File: config.mk
export PLATFORM = sky130hd
export DESIGN_NAME = fetch
export DESIGN_NICKNAME = d
export VERILOG_FILES = /design/src/rtl/fetch.sv
export SDC_FILE = /design/constraint.sdc
export NUM_CORES = 1
export LEC_CHECK = 0
export BUFFER_PORTS_ARGS = -buffer_cell sky130_fd_sc_hd__buf_2
export CAP_MARGIN = 20
export CELL_PAD_IN_SITES_DETAIL_PLACEMENT = 1
export CELL_PAD_IN_SITES_GLOBAL_PLACEMENT = 2
export CORE_ASPECT_RATIO = 1.5
export CORE_MARGIN = 2
export CORE_UTILIZATION = 38
export CTS_CLUSTER_DIAMETER = 60
export CTS_CLUSTER_SIZE = 20
export DETAILED_ROUTE_END_ITERATION = 10
export PLACE_DENSITY = 0.95
export SKIP_CTS_REPAIR_TIMING = 1
export SLEW_MARGIN = 20
export SYNTH_ARGS = -nofsm -noshare
export SYNTH_HDL_FRONTEND = slang
export SYNTH_SLANG_ARGS = --single-unit
File: constraint.sdc
create_clock -name clk -period 14.2 [get_ports clk]
set_clock_uncertainty 0.2 [all_clocks]
set_input_delay 4.26 -clock clk [delete_from_list [all_inputs] [get_ports clk]]
set_output_delay 4.26 -clock clk [all_outputs]
set_load 0.05 [all_outputs]
File: src/rtl/fetch.sv
// fetch: instruction fetch stage feeding the control decoder.
// Keeps the PC and issues word requests to instruction memory over a
// valid/ready channel. Memory answers in order. Returned words are queued
// together with their PCs, and the head entry is presented to decode.
// A taken jump/branch redirects the PC, flushes the queue and discards
// responses that are still in flight.
// Optional build macro: FETCH_MISALIGN_TRAP_EN. When defined, a misaligned
// jump target raises a sticky flag and halts issue. When undefined, the
// target is word-aligned on redirect and misaligned stays 0.

typedef logic [6:0] opcode_t;
typedef logic [2:0] funct3_t;
typedef logic [6:0] funct7_t;

module fetch #(
    parameter logic [31:0] RESET_ADDR = 32'h0000_0000,
    parameter int          DEPTH      = 2
) (
    input  logic        clk,
    input  logic        reset,
    input  logic        stall,
    input  logic        jump,
    input  logic [31:0] target,
    output logic        imem_req,
    output logic [31:0] imem_addr,
    input  logic        imem_ready,
    input  logic        imem_rvalid,
    input  logic [31:0] imem_rdata,
    output logic        ir_valid,
    output logic [31:0] ir,
    output logic [31:0] ir_pc,
    output opcode_t     opcode,
    output funct3_t     funct3,
    output funct7_t     funct7,
    output logic        misaligned
);
    localparam int          AW  = $clog2(DEPTH);
    localparam int          CW  = AW + 2;
    localparam logic [31:0] NOP = 32'h0000_0013;

    logic [31:0]      pc;
    logic [31:0]      slot_pc   [DEPTH];
    logic [31:0]      slot_data [DEPTH];
    logic [DEPTH-1:0] slot_filled;
    logic [AW-1:0]    rd_ptr, wr_ptr, fill_ptr;
    logic [CW-1:0]    alloc_cnt, pend_cnt, drop_cnt;
    logic [CW-1:0]    credit_used;
    logic [31:0]      redirect_pc;
    logic             halted;
    logic             consume, xfer, resp_keep;

`ifdef FETCH_MISALIGN_TRAP_EN
    logic mis_q;

    assign redirect_pc = target;
    assign halted      = mis_q;
    assign misaligned  = mis_q;

    // Sticky misaligned flag: set by a jump to an unaligned target, cleared by reset or an aligned jump
    always_ff @(posedge clk) begin
        if (reset)
            mis_q <= 1'b0;
        else if (jump)
            mis_q <= |target[1:0];
    end
`else
    assign redirect_pc = target & 32'hFFFF_FFFC;
    assign halted      = 1'b0;
    assign misaligned  = 1'b0;
`endif

    // Head presentation, credit check and handshake decode
    always_comb begin
        ir_valid    = slot_filled[rd_ptr];
        ir          = ir_valid ? slot_data[rd_ptr] : NOP;
        ir_pc       = ir_valid ? slot_pc[rd_ptr] : 32'h0;
        opcode      = ir[6:0];
        funct3      = ir[14:12];
        funct7      = ir[31:25];
        consume     = ir_valid && !stall;
        // A slot freed by this cycle's consume may be reissued at once. Discarded
        // in-flight responses still hold credit until they return.
        credit_used = alloc_cnt - CW'(consume) + drop_cnt;
        imem_req    = !reset && !halted && (credit_used < CW'(DEPTH));
        imem_addr   = pc;
        xfer        = imem_req && imem_ready;
        resp_keep   = imem_rvalid && (drop_cnt == '0);
    end

    // Queue control, PC and discard counter; a jump overrides every other update
    always_ff @(posedge clk) begin
        if (reset) begin
            pc          <= RESET_ADDR;
            rd_ptr      <= '0;
            wr_ptr      <= '0;
            fill_ptr    <= '0;
            alloc_cnt   <= '0;
            pend_cnt    <= '0;
            drop_cnt    <= '0;
            slot_filled <= '0;
        end else if (jump) begin
            pc          <= redirect_pc;
            rd_ptr      <= '0;
            wr_ptr      <= '0;
            fill_ptr    <= '0;
            alloc_cnt   <= '0;
            pend_cnt    <= '0;
            slot_filled <= '0;
            // Every outstanding request becomes a discard. This includes one that
            // transfers now. A response arriving in this cycle is dropped here.
            drop_cnt    <= drop_cnt + pend_cnt + CW'(xfer) - CW'(imem_rvalid);
        end else begin
            if (consume) begin
                slot_filled[rd_ptr] <= 1'b0;
                rd_ptr              <= rd_ptr + 1'b1;
            end
            if (imem_rvalid) begin
                if (drop_cnt != '0) begin
                    drop_cnt <= drop_cnt - 1'b1;
                end else begin
                    slot_filled[fill_ptr] <= 1'b1;
                    fill_ptr              <= fill_ptr + 1'b1;
                end
            end
            if (xfer) begin
                slot_filled[wr_ptr] <= 1'b0;
                wr_ptr              <= wr_ptr + 1'b1;
                pc                  <= pc + 32'd4;
            end
            alloc_cnt <= alloc_cnt + CW'(xfer) - CW'(consume);
            pend_cnt  <= pend_cnt + CW'(xfer) - CW'(resp_keep);
        end
    end

    // Slot payload (PC at issue, word at response); validity lives in slot_filled
    always_ff @(posedge clk) begin
        if (xfer && !jump)
            slot_pc[wr_ptr] <= pc;
        if (resp_keep && !jump)
            slot_data[fill_ptr] <= imem_rdata;
    end

endmodule

==> metrics.md, run 1 <==
| Metric | Value |
|---|---|
| Final Hold Fails | `0` |
| Sequential share of power | `0.443` |
| Crit path largest cell delay | `400 ps` |
| Status | `finished, final reports clean` |
| CTS tree | `yes` |
| I/O pin total | `186` |
| Drt drc | `0` |
| Hold path endpoint | `pend_cnt[2]` |
| Number of synthesized flops with an enable pin | `124` |
| Worst hold slack | `320 ps` |
| RSZ-0062 raised after global routing | `no` |
| Yosys warns | `0` |
| Remaining antenna violation count after routing | `0` |
| Post-DR vias/cell | `5.13` |
| Routed length per instance | `18.3 microns` |
| Clock power share | `0.317` |
| DRT Wirelength | `19000 microns` |
| Power Total | `1350 uW` |
| TritonCTS buffer count | `17` |
| Largest net degree at the start of global routing | `64` |
| Post-Syn Instances | `607` |
| Gr usage total | `0.184` |
| Max H-tree Level | `4` |
| Clk_lat worst skew | `430 ps` |
| P_int | `894 uW` |
| HP Class | `register to register` |
| Fillcell total | `2158` |
| Seq cells post-synth | `169` |
| Die Y-Extent | `177 microns` |
| CP Cell Sequence | `buf_2 -> nor3_1 -> o21ai_0 -> fa_1 -> xnor2_1 -> xnor2_1 -> nand2_1 -> inv_1 -> buf_2` |
| Slowest stage cell, crit path | `fa_1` |
| Hold Path Depth | `2` |
| R2R Path End | `pend_cnt[2]` |
| Area after DPL | `8650 sq um` |
| N_diodes | `0` |
| Setup TNS | `0 ps` |
| VDD IR max | `0.0741 mV` |
| Syn_area_per_cell | `12.5 sq um` |
| Endpoint class of the critical path | `primary output` |
| P_sw | `457 uW` |
| FMAX | `0.0930 GHz` |
| Switching Share | `0.338` |
| First-pass GRT wire length | `29700 microns` |
| Distinct cell type count after synthesis | `51` |
| Core Util, Final | `0.467` |
| Routed vias | `5323` |
| Grt ovf | `0` |
| Slew HR | `0.277` |
| P&R area growth vs syn | `20.8%` |
| Fin crit share | `0.757` |
| Prevailing post-synth register cell | `edfxtp_1` |
| Initial antenna violation count | `0` |
| Post-Synthesis Cell Area | `7610 sq um` |
| FF-to-FF path depth | `16` |
| Starting DRT DRC Count | `321` |
| Core Rows | `63` |
| Horiz. Die Dim | `120 microns` |
| Worst slew pin tran | `1090 ps` |
| Nets@finish | `850` |
| Post-route design area | `9190 sq um` |
| Clock Root Buffer | `clkbuf_16` |
| Final Wtd Congestion | `0.801` |
| Placeable Area | `19700 sq um` |
| Bufs on Longest Clock Path | `2` |
| Fraction of layout cells with a size suffix above 1 | `0.293` |
| PD cells | `147 nW/um^2` |
| P_leak | `0.00347 uW` |
| Tmin final | `10750 ps` |
| Seq/Total Area, Yosys | `0.607` |
| Number of global-route vias before repair | `5454` |
| Hold_sp | `pend_cnt[1]` |
| Final setup viols | `0` |
| DP Wirelength | `13400 microns` |
| Initial core utilization | `0.386` |
| Crit start category | `primary input` |
| Maxcap violations | `0` |
| Ys async rst share | `0` |
| Clk slew on worst S/H paths | `60 ps` |
| Required time of the critical path | `9740 ps` |
| Worst EP arrival | `6290 ps` |
| Register-to-Register Setup Slack | `9470 ps` |
| CP Max Fanout | `6` |
| Port bufs | `178` |
| Fin. max-slew vios | `0` |
| CTS sink count | `169` |
| First-pass detailed-route iteration total | `5` |
| WS Path Type | `primary input to primary output` |
| Die area | `21200 sq um` |
| Worst r2r src | `rd_ptr` |
| Combinational power share | `0.240` |
[layout by cell type, fill, tap and decap left out, types with 3 or more instances in the layout]
master       n
buf_2      178
edfxtp_1   124
nor2_1      92
mux2i_1     64
dfxtp_1     44
inv_1       23
nand2_1     22
xnor2_1     20
clkbuf_16   17
a211oi_1    14
nand3_1     11
nand4_1     11
nor2b_1     10
ha_1        10
nor3_1       9
o21ai_0      9
and4_1       8
a311oi_1     8
buf_4        7
and3_1       6
and2_1       5
o2111a_1     5
fa_1         5
conb_1       5
a21oi_1      4
nor4bb_1     4
nor4_1       4
clkinv_4     4
inv_6        4
a311o_1      3
a2111oi_1    3
nand2b_1     3
o211a_1      3
a211o_1      3
[layer usage]
layer	vias to the layer above	routed length, microns	GRT usage
li1	2526	-	-
met1	2641	7580	0.213
met2	132	10300	0.328
met3	24	743	0.0427
met4	0	392	0.0716
met5	-	0	0
[layout make-up]
type                            instances  area [sq um]  area share
Tap cell                              260           325      0.0354
Timing Repair Buffer                  185           943       0.103
Multi-Input combinational cell        368          2660       0.290
Inverter                               24          90.1     0.00980
Clock buffer                           19           433      0.0471
Clock inverter                         13           111      0.0121
Sequential cell                       169          4630       0.503
[registers in the layout, indices dropped and copies added, names as in the netlist, named ones only]
register / count
slot_data: 64
slot_pc: 60
imem_addr: 30
alloc_cnt: 3
drop_cnt: 3
pend_cnt: 3
slot_filled: 2
fill_ptr: 1
rd_ptr: 1
wr_ptr: 1
[power by group through the flow]
| stage | clock network [uW] | logic, uW | registers (uW) |
|---|---|---|---|
| detailed placement | 0 | 327 | 610 |
| global placement | 0 | 319 | 607 |
| finish | 428 | 324 | 599 |
| CTS | 442 | 329 | 599 |
| global route | 458 | 356 | 603 |
| floorplan | 0 | 230 | 625 |
[metrics by stage]
| stage | worst slack (ps) | std cells |
|---|---|---|
| after detailed placement | 3440 | 1006 |
| after floorplan | 3780 | 611 |
| after CTS | 3420 | 1038 |
| after global placement | 3490 | 1006 |
| after global routing | 3220 | 1038 |
| final | 3450 | 1038 |
[synth_stat cells, types with 3 or more instances]
cell type | n | share of area
edfxtp_1 | 124 | 0.49
nor2_1 | 92 | 0.045
mux2i_1 | 65 | 0.085
dfxtp_1 | 45 | 0.12
inv_1 | 23 | 0.011
buf_4 | 22 | 0.022
nand2_1 | 22 | 0.011
clkbuf_1 | 21 | 0.010
xnor2_1 | 20 | 0.023
a211oi_1 | 14 | 0.014
nand3_1 | 11 | 0.0072
nand4_1 | 11 | 0.0090
nor3_1 | 11 | 0.0072
ha_1 | 10 | 0.016
nor2b_1 | 10 | 0.0082
o21ai_0 | 9 | 0.0059
a311oi_1 | 8 | 0.0092
and4_1 | 8 | 0.0092
and3_1 | 7 | 0.0058
and2_1 | 5 | 0.0041
fa_1 | 5 | 0.013
o2111a_1 | 5 | 0.0074
a21oi_1 | 4 | 0.0026
buf_1 | 4 | 0.0020
nor4_1 | 4 | 0.0033
nor4bb_1 | 4 | 0.0053
a2111oi_1 | 3 | 0.0039
a211o_1 | 3 | 0.0035
a311o_1 | 3 | 0.0039
nand2b_1 | 3 | 0.0025
o211a_1 | 3 | 0.0039
[cells by family after synthesis]
| group | count (synthesis) | synth area share |
|---|---|---|
| AND/OR/NAND/NOR | 197 | 0.132 |
| flip-flops | 169 | 0.607 |
| buffers and inverters | 74 | 0.0486 |
| multiplexers | 65 | 0.0855 |
| AO/OA/AOI/OAI | 62 | 0.0669 |
| XOR/XNOR | 24 | 0.0296 |
| adder cells (fa/ha/maj) | 15 | 0.0296 |
| other | 1 | 0.000493 |
[critical path: cells and delay by family]
kind                       cells  cell delay (ps)
AOI/OAI and AO/OA              1              170
xor gates and xnor gates       2              500
adders and majority gates      1              400
buffers and inverters          3              540
and+or+nand+nor                2              420
[worst max-delay path by stage]
stage                from  endpoint  slack, ps  cells after the start
finish              stall  imem_req       3450                      9
global route        stall  imem_req       3220                      9
CTS                 stall  imem_req       3420                      9
detailed placement  stall  imem_req       3440                      9
global placement    stall  imem_req       3490                      9
floorplan           stall  imem_req       3780                      7
(Power assumes the default switching activity.)
==> run 2: changes to the inputs <==
Settings changed: CORE_UTILIZATION 38 to 32, PLACE_DENSITY 0.95 to 0.89.
Clock period 14.2 ns to 9.6 ns, I/O delays scaled along.
==> run 2 against run 1 <==
Against the previous run:
- combinational power grew 52%
- highest routed layer unchanged
- register-to-register slack lost 4000 ps
- first-iteration DRC count shrank 14%
- final cell count grew 5.9%
- die area grew 18%
- final area grew 1.5%
- critical path depth is the same
- sequential power grew 48%
- wire length grew 1.2%
- critical endpoint unchanged
==> metrics.md, run 2 (synthesized netlist as in run 1, its figures left out) <==
| Metric | Value |
|---|---|
| Status | `finished, final reports clean (unchanged)` |
| Die area | `25100 sq um (was 21200 sq um)` |
| Clk slew on worst S/H paths | `70 ps (was 60 ps)` |
| Remaining antenna violation count after routing | `0 (unchanged)` |
| Port bufs | `178 (unchanged)` |
| Final Hold Fails | `0 (unchanged)` |
| Fin. max-slew vios | `0 (unchanged)` |
| First-pass detailed-route iteration total | `4 (was 5)` |
| RSZ-0062 raised after global routing | `no (unchanged)` |
| Initial core utilization | `0.323 (was 0.386)` |
| P&R area growth vs syn | `22.5% (was 20.8%)` |
| Bufs on Longest Clock Path | `2 (unchanged)` |
| Routed length per instance | `17.5 microns (was 18.3 microns)` |
| DP Wirelength | `13800 microns (was 13400 microns)` |
| Top layer in use | `met4 (unchanged)` |
| P_leak | `0.00350 uW (was 0.00347 uW)` |
| Drt drc | `0 (unchanged)` |
| Max H-tree Level | `4 (unchanged)` |
| Maxcap violations | `0 (unchanged)` |
| Worst hold slack | `318 ps (was 320 ps)` |
| Nets@finish | `852 (was 850)` |
| Fin crit share | `0.837` |
| Die Y-Extent | `193 microns (was 177 microns)` |
| CTS tree | `yes (unchanged)` |
| N_diodes | `0 (unchanged)` |
| Starting DRT DRC Count | `276 (was 321)` |
| Post-route design area | `9330 sq um (was 9190 sq um)` |
| Area after DPL | `8740 sq um (was 8650 sq um)` |
| Slew HR | `0.279 (was 0.277)` |
| PD cells | `221 nW/um^2 (was 147 nW/um^2)` |
| Routed vias | `5274 (was 5323)` |
| HP Class | `register to register (unchanged)` |
| Worst EP arrival | `4950 ps (was 6290 ps)` |
| First-pass GRT wire length | `29300 microns (was 29700 microns)` |
| Tmin final | `8030 ps` |
| Fraction of layout cells with a size suffix above 1 | `0.297 (was 0.293)` |
| Final Wtd Congestion | `0.756 (was 0.801)` |
| Worst slew pin tran | `1080 ps (was 1090 ps)` |
| Endpoint class of the critical path | `primary output (unchanged)` |
| TritonCTS buffer count | `17 (unchanged)` |
| Most frequent cells in the layout | `buf_2, edfxtp_1, nor2_1, mux2i_1, dfxtp_1 (unchanged)` |
| Worst setup margin | `1570 ps (was 3450 ps)` |
| Met3 WL post-DR | `700 microns (was 743 microns)` |
| I/O pin total | `186 (unchanged)` |
| Grt ovf | `0 (unchanged)` |
| Wire length on met1 | `7650 microns (was 7580 microns)` |
| Post-DR vias/cell | `4.80 (was 5.13)` |
| DP Worst Slack | `1540 ps (was 3440 ps)` |
| Max FFs per register | `64 (unchanged)` |
| DR WL met2 | `10500 microns (was 10300 microns)` |
| Initial antenna violation count | `0 (unchanged)` |
| Fillcell total | `2561 (was 2158)` |
| Gr usage total | `0.155 (was 0.184)` |
| Required time of the critical path | `6520 ps (was 9740 ps)` |
| Setup TNS | `0 ps (unchanged)` |
| Horiz. Die Dim | `130 microns (was 120 microns)` |
| CTS sink count | `169 (unchanged)` |
| Number of global-route vias before repair | `5333 (was 5454)` |
| Largest net degree at the start of global routing | `63 (was 64)` |
| Placeable Area | `23600 sq um (was 19700 sq um)` |
| Final setup viols | `0 (unchanged)` |
| FMAX | `0.124 GHz` |
| WS Path Type | `primary input to primary output (unchanged)` |
| Crit start category | `primary input (unchanged)` |
| Biggest register | `slot_data (unchanged)` |
| Most common cell after layout, fill and taps aside | `buf_2 (unchanged)` |
| DRT Wirelength | `19200 microns (was 19000 microns)` |
| Clk_lat worst skew | `430 ps (about the same)` |
| CP Max Fanout | `6 (unchanged)` |
| Core Rows | `69 (was 63)` |
| VDD IR max | `0.116 mV (was 0.0741 mV)` |
| Clock Root Buffer | `clkbuf_16 (unchanged)` |
run 2: cell types whose count changed in the layout (fill, tap and decap cells not counted), sizes merged:
cell,previous run,this run
buf,185,187
bufinv,0,2
clkinv,6,4
clkbuf,19,18
clkinvlp,2,3
run 2: worst max-delay path, cell delays in order:
cell and delay [ps]:
buf_2 140, nor3_1 300, o21ai_0 180, fa_1 400
xnor2_1 310, xnor2_1 190, nand2_1 140, inv_1 130
buf_2 280
run 2: metrics by stage:
stage / cells / power (uW) / utilization
after floorplan: 611 / 1260 / -
final: 1099 / 2060 / 0.396
after global routing: 1099 / 2150 / 0.396
after CTS: 1099 / 2090 / 0.396
after detailed placement: 1067 / 1400 / 0.371
after global placement: 1067 / 1380 / 0.371
run 2: worst paths after layout:
kind | cells past startpoint | to | start | slack [ps]
max reg2reg | 14 | alloc_cnt[2] | rd_ptr | 5500
min | 2 | pend_cnt[2] | pend_cnt[1] | 320
max | 9 | imem_req | stall | 1570
min reg2reg | 2 | pend_cnt[2] | pend_cnt[1] | 320
run 2: metal layers:
metal | up-vias | track usage
met5 | - | 0
met4 | 0 | 0.0558
met3 | 26 | 0.0366
met2 | 108 | 0.286
met1 | 2623 | 0.171
li1 | 2517 | -
run 2: where the power goes:
part / switching, uW / internal (uW) / total (uW)
combinational: 349 / 142 / 491
sequential: 35.1 / 850 / 885
clock: 295 / 389 / 685
run 2: final cells by class:
| class | count | area [sq um] | area share |
|---|---|---|---|
| Clock buffer | 18 | 429 | 0.0460 |
| Clock inverter | 14 | 160 | 0.0172 |
| Inverter | 24 | 90.1 | 0.00966 |
| Multi-Input combinational cell | 368 | 2660 | 0.285 |
| Sequential cell | 169 | 4630 | 0.496 |
| Tap cell | 319 | 399 | 0.0428 |
| Timing Repair Buffer | 187 | 958 | 0.103 |
==> run 3: changes to the inputs <==
Clock period 9.6 ns to 7 ns, I/O delays scaled along.
==> run 3 against run 2 <==
Against the previous run:
- via count rose by 0.34%
- flip-flop and latch count did not move
- utilization rose by 0.23 points
- sequential power rose by 38%
- sequential share of layout area fell by 0.29 points
- die area did not move
- non-clock buffer count rose by 1
- final area rose by 0.59%
- count of clock-buffer cells in the layout did not move
- critical path depth did not move
- final cell count barely moved
- global-route usage rose by 0.51 points
==> metrics.md, run 3 (synthesized netlist as in run 1, its figures left out) <==
| Metric | Value |
|---|---|
| Grt ovf | `0 (unchanged)` |
| I/O pin total | `186 (unchanged)` |
| Horiz. Die Dim | `130 microns (unchanged)` |
| Die Y-Extent | `193 microns (unchanged)` |
| Initial core utilization | `0.323 (unchanged)` |
| Status | `finished, final reports clean (unchanged)` |
| VDD IR max | `0.164 mV (was 0.116 mV)` |
| Worst slew pin tran | `933 ps (was 1080 ps)` |
| CP Max Fanout | `6 (unchanged)` |
| Final setup viols | `0 (unchanged)` |
| Max H-tree Level | `4 (unchanged)` |
| Most common cell after layout, fill and taps aside | `buf_2 (unchanged)` |
| PD cells | `309 nW/um^2 (was 221 nW/um^2)` |
| First-pass detailed-route iteration total | `4 (unchanged)` |
| RSZ-0062 raised after global routing | `no (unchanged)` |
| Worst EP arrival | `4190 ps (was 4950 ps)` |
| P&R area growth vs syn | `23.2% (was 22.5%)` |
| Core Util, Final | `0.398 (was 0.396)` |
| TritonCTS buffer count | `17 (unchanged)` |
| Endpoint class of the critical path | `primary output (unchanged)` |
| DRT Wirelength | `19600 microns (was 19200 microns)` |
| Number of global-route vias before repair | `5395 (was 5333)` |
| Most frequent cells in the layout | `buf_2, edfxtp_1, nor2_1, mux2i_1, dfxtp_1 (unchanged)` |
| Biggest register | `slot_data (unchanged)` |
| Worst hold slack | `322 ps (was 318 ps)` |
| Fin crit share | `0.928` |
| DP Worst Slack | `482 ps (was 1540 ps)` |
| Setup TNS | `0 ps (unchanged)` |
| Drt drc | `0 (unchanged)` |
| Routed vias | `5292 (was 5274)` |
| Die area | `25100 sq um (unchanged)` |
| Clk_lat worst skew | `430 ps (about the same)` |
| Maxcap violations | `0 (unchanged)` |
| CTS tree | `yes (unchanged)` |
| Tmin final | `6490 ps` |
| Final Wtd Congestion | `0.773 (was 0.756)` |
| DP Wirelength | `13900 microns (was 13800 microns)` |
| Initial antenna violation count | `0 (unchanged)` |
| Routed length per instance | `17.8 microns (was 17.5 microns)` |
| Max FFs per register | `64 (unchanged)` |
| Starting DRT DRC Count | `240 (was 276)` |
| Nets@finish | `853 (was 852)` |
| Slew HR | `0.376 (was 0.279)` |
| Placeable Area | `23600 sq um (unchanged)` |
| Core Rows | `69 (unchanged)` |
| P_leak | `0.00353 uW (was 0.00350 uW)` |
| Clk slew on worst S/H paths | `70 ps (about the same)` |
| Fraction of layout cells with a size suffix above 1 | `0.298 (was 0.297)` |
| First-pass GRT wire length | `30100 microns (was 29300 microns)` |
| Final Hold Fails | `0 (unchanged)` |
| Bufs on Longest Clock Path | `2 (unchanged)` |
| Post-DR vias/cell | `4.81 (was 4.80)` |
| Largest net degree at the start of global routing | `62 (was 63)` |
| Required time of the critical path | `4700 ps (was 6520 ps)` |
| Clock Root Buffer | `clkbuf_16 (unchanged)` |
| Register-to-Register Setup Slack | `2830 ps (was 5500 ps)` |
| Remaining antenna violation count after routing | `0 (unchanged)` |
| Gr usage total | `0.160 (was 0.155)` |
| Crit start category | `primary input (unchanged)` |
| N_diodes | `0 (unchanged)` |
| FMAX | `0.154 GHz` |
| CTS sink count | `169 (unchanged)` |
| WS Path Type | `primary input to primary output (unchanged)` |
| HP Class | `register to register (unchanged)` |
| Port bufs | `178 (unchanged)` |
| Worst setup margin | `507 ps (was 1570 ps)` |
| Fin. max-slew vios | `0 (unchanged)` |
-- run 3: cell count changes in the layout (fill, tap and decap cells not counted) --
| cell | previous run | this run |
|---|---|---|
| bufinv_16 | 2 | 4 |
| buf_4 | 9 | 10 |
| clkinvlp_2 | 1 | 0 |
| clkinvlp_4 | 2 | 1 |
-- run 3: where the power goes --
group          switching, uW  internal, uW
clock                    404           607
sequential              50.1          1170
combinational            477           195
-- run 3: routing by layer --
metal / part of all wire / GRT usage
met1: 0.40 / 0.177
met5: 0 / 0
met3: 0.033 / 0.0360
met2: 0.55 / 0.294
met4: 0.019 / 0.0604
-- run 3: final timing paths --
path,from,end,cells past startpoint
worst min register to register,imem_addr[31],slot_pc[0][31],0
worst max-delay path,stall,imem_req,9
worst max register to register,rd_ptr,alloc_cnt[2],14
worst min-delay path,imem_addr[31],slot_pc[0][31],0
-- run 3: critical path, cell delays in order --
cell and delay (ps):
buf_2 140, nor3_1 310, o21ai_0 180, fa_1 400, xnor2_1 320, xnor2_1 190, nand2_1 130, inv_1 130
buf_2 280
-- run 3: cell type report --
type | instances | area (sq um)
clock buffer | 18 | 429
timing repair buffer | 188 | 966
sequential | 169 | 4630
multi-input combinational | 368 | 2660
fill | 2575 | 14200
clock inverter | 14 | 208
inverter | 24 | 90.1
tap | 319 | 399
-- run 3: through the flow --
stage               instances  power, uW  instance area (sq um)
floorplan                 611       1730                   7630
global placement         1068       1890                   8750
detailed placement       1068       1920                   8750
CTS                      1100       2930                   9380
global route             1100       3040                   9380
finish                   1100       2900                   9380
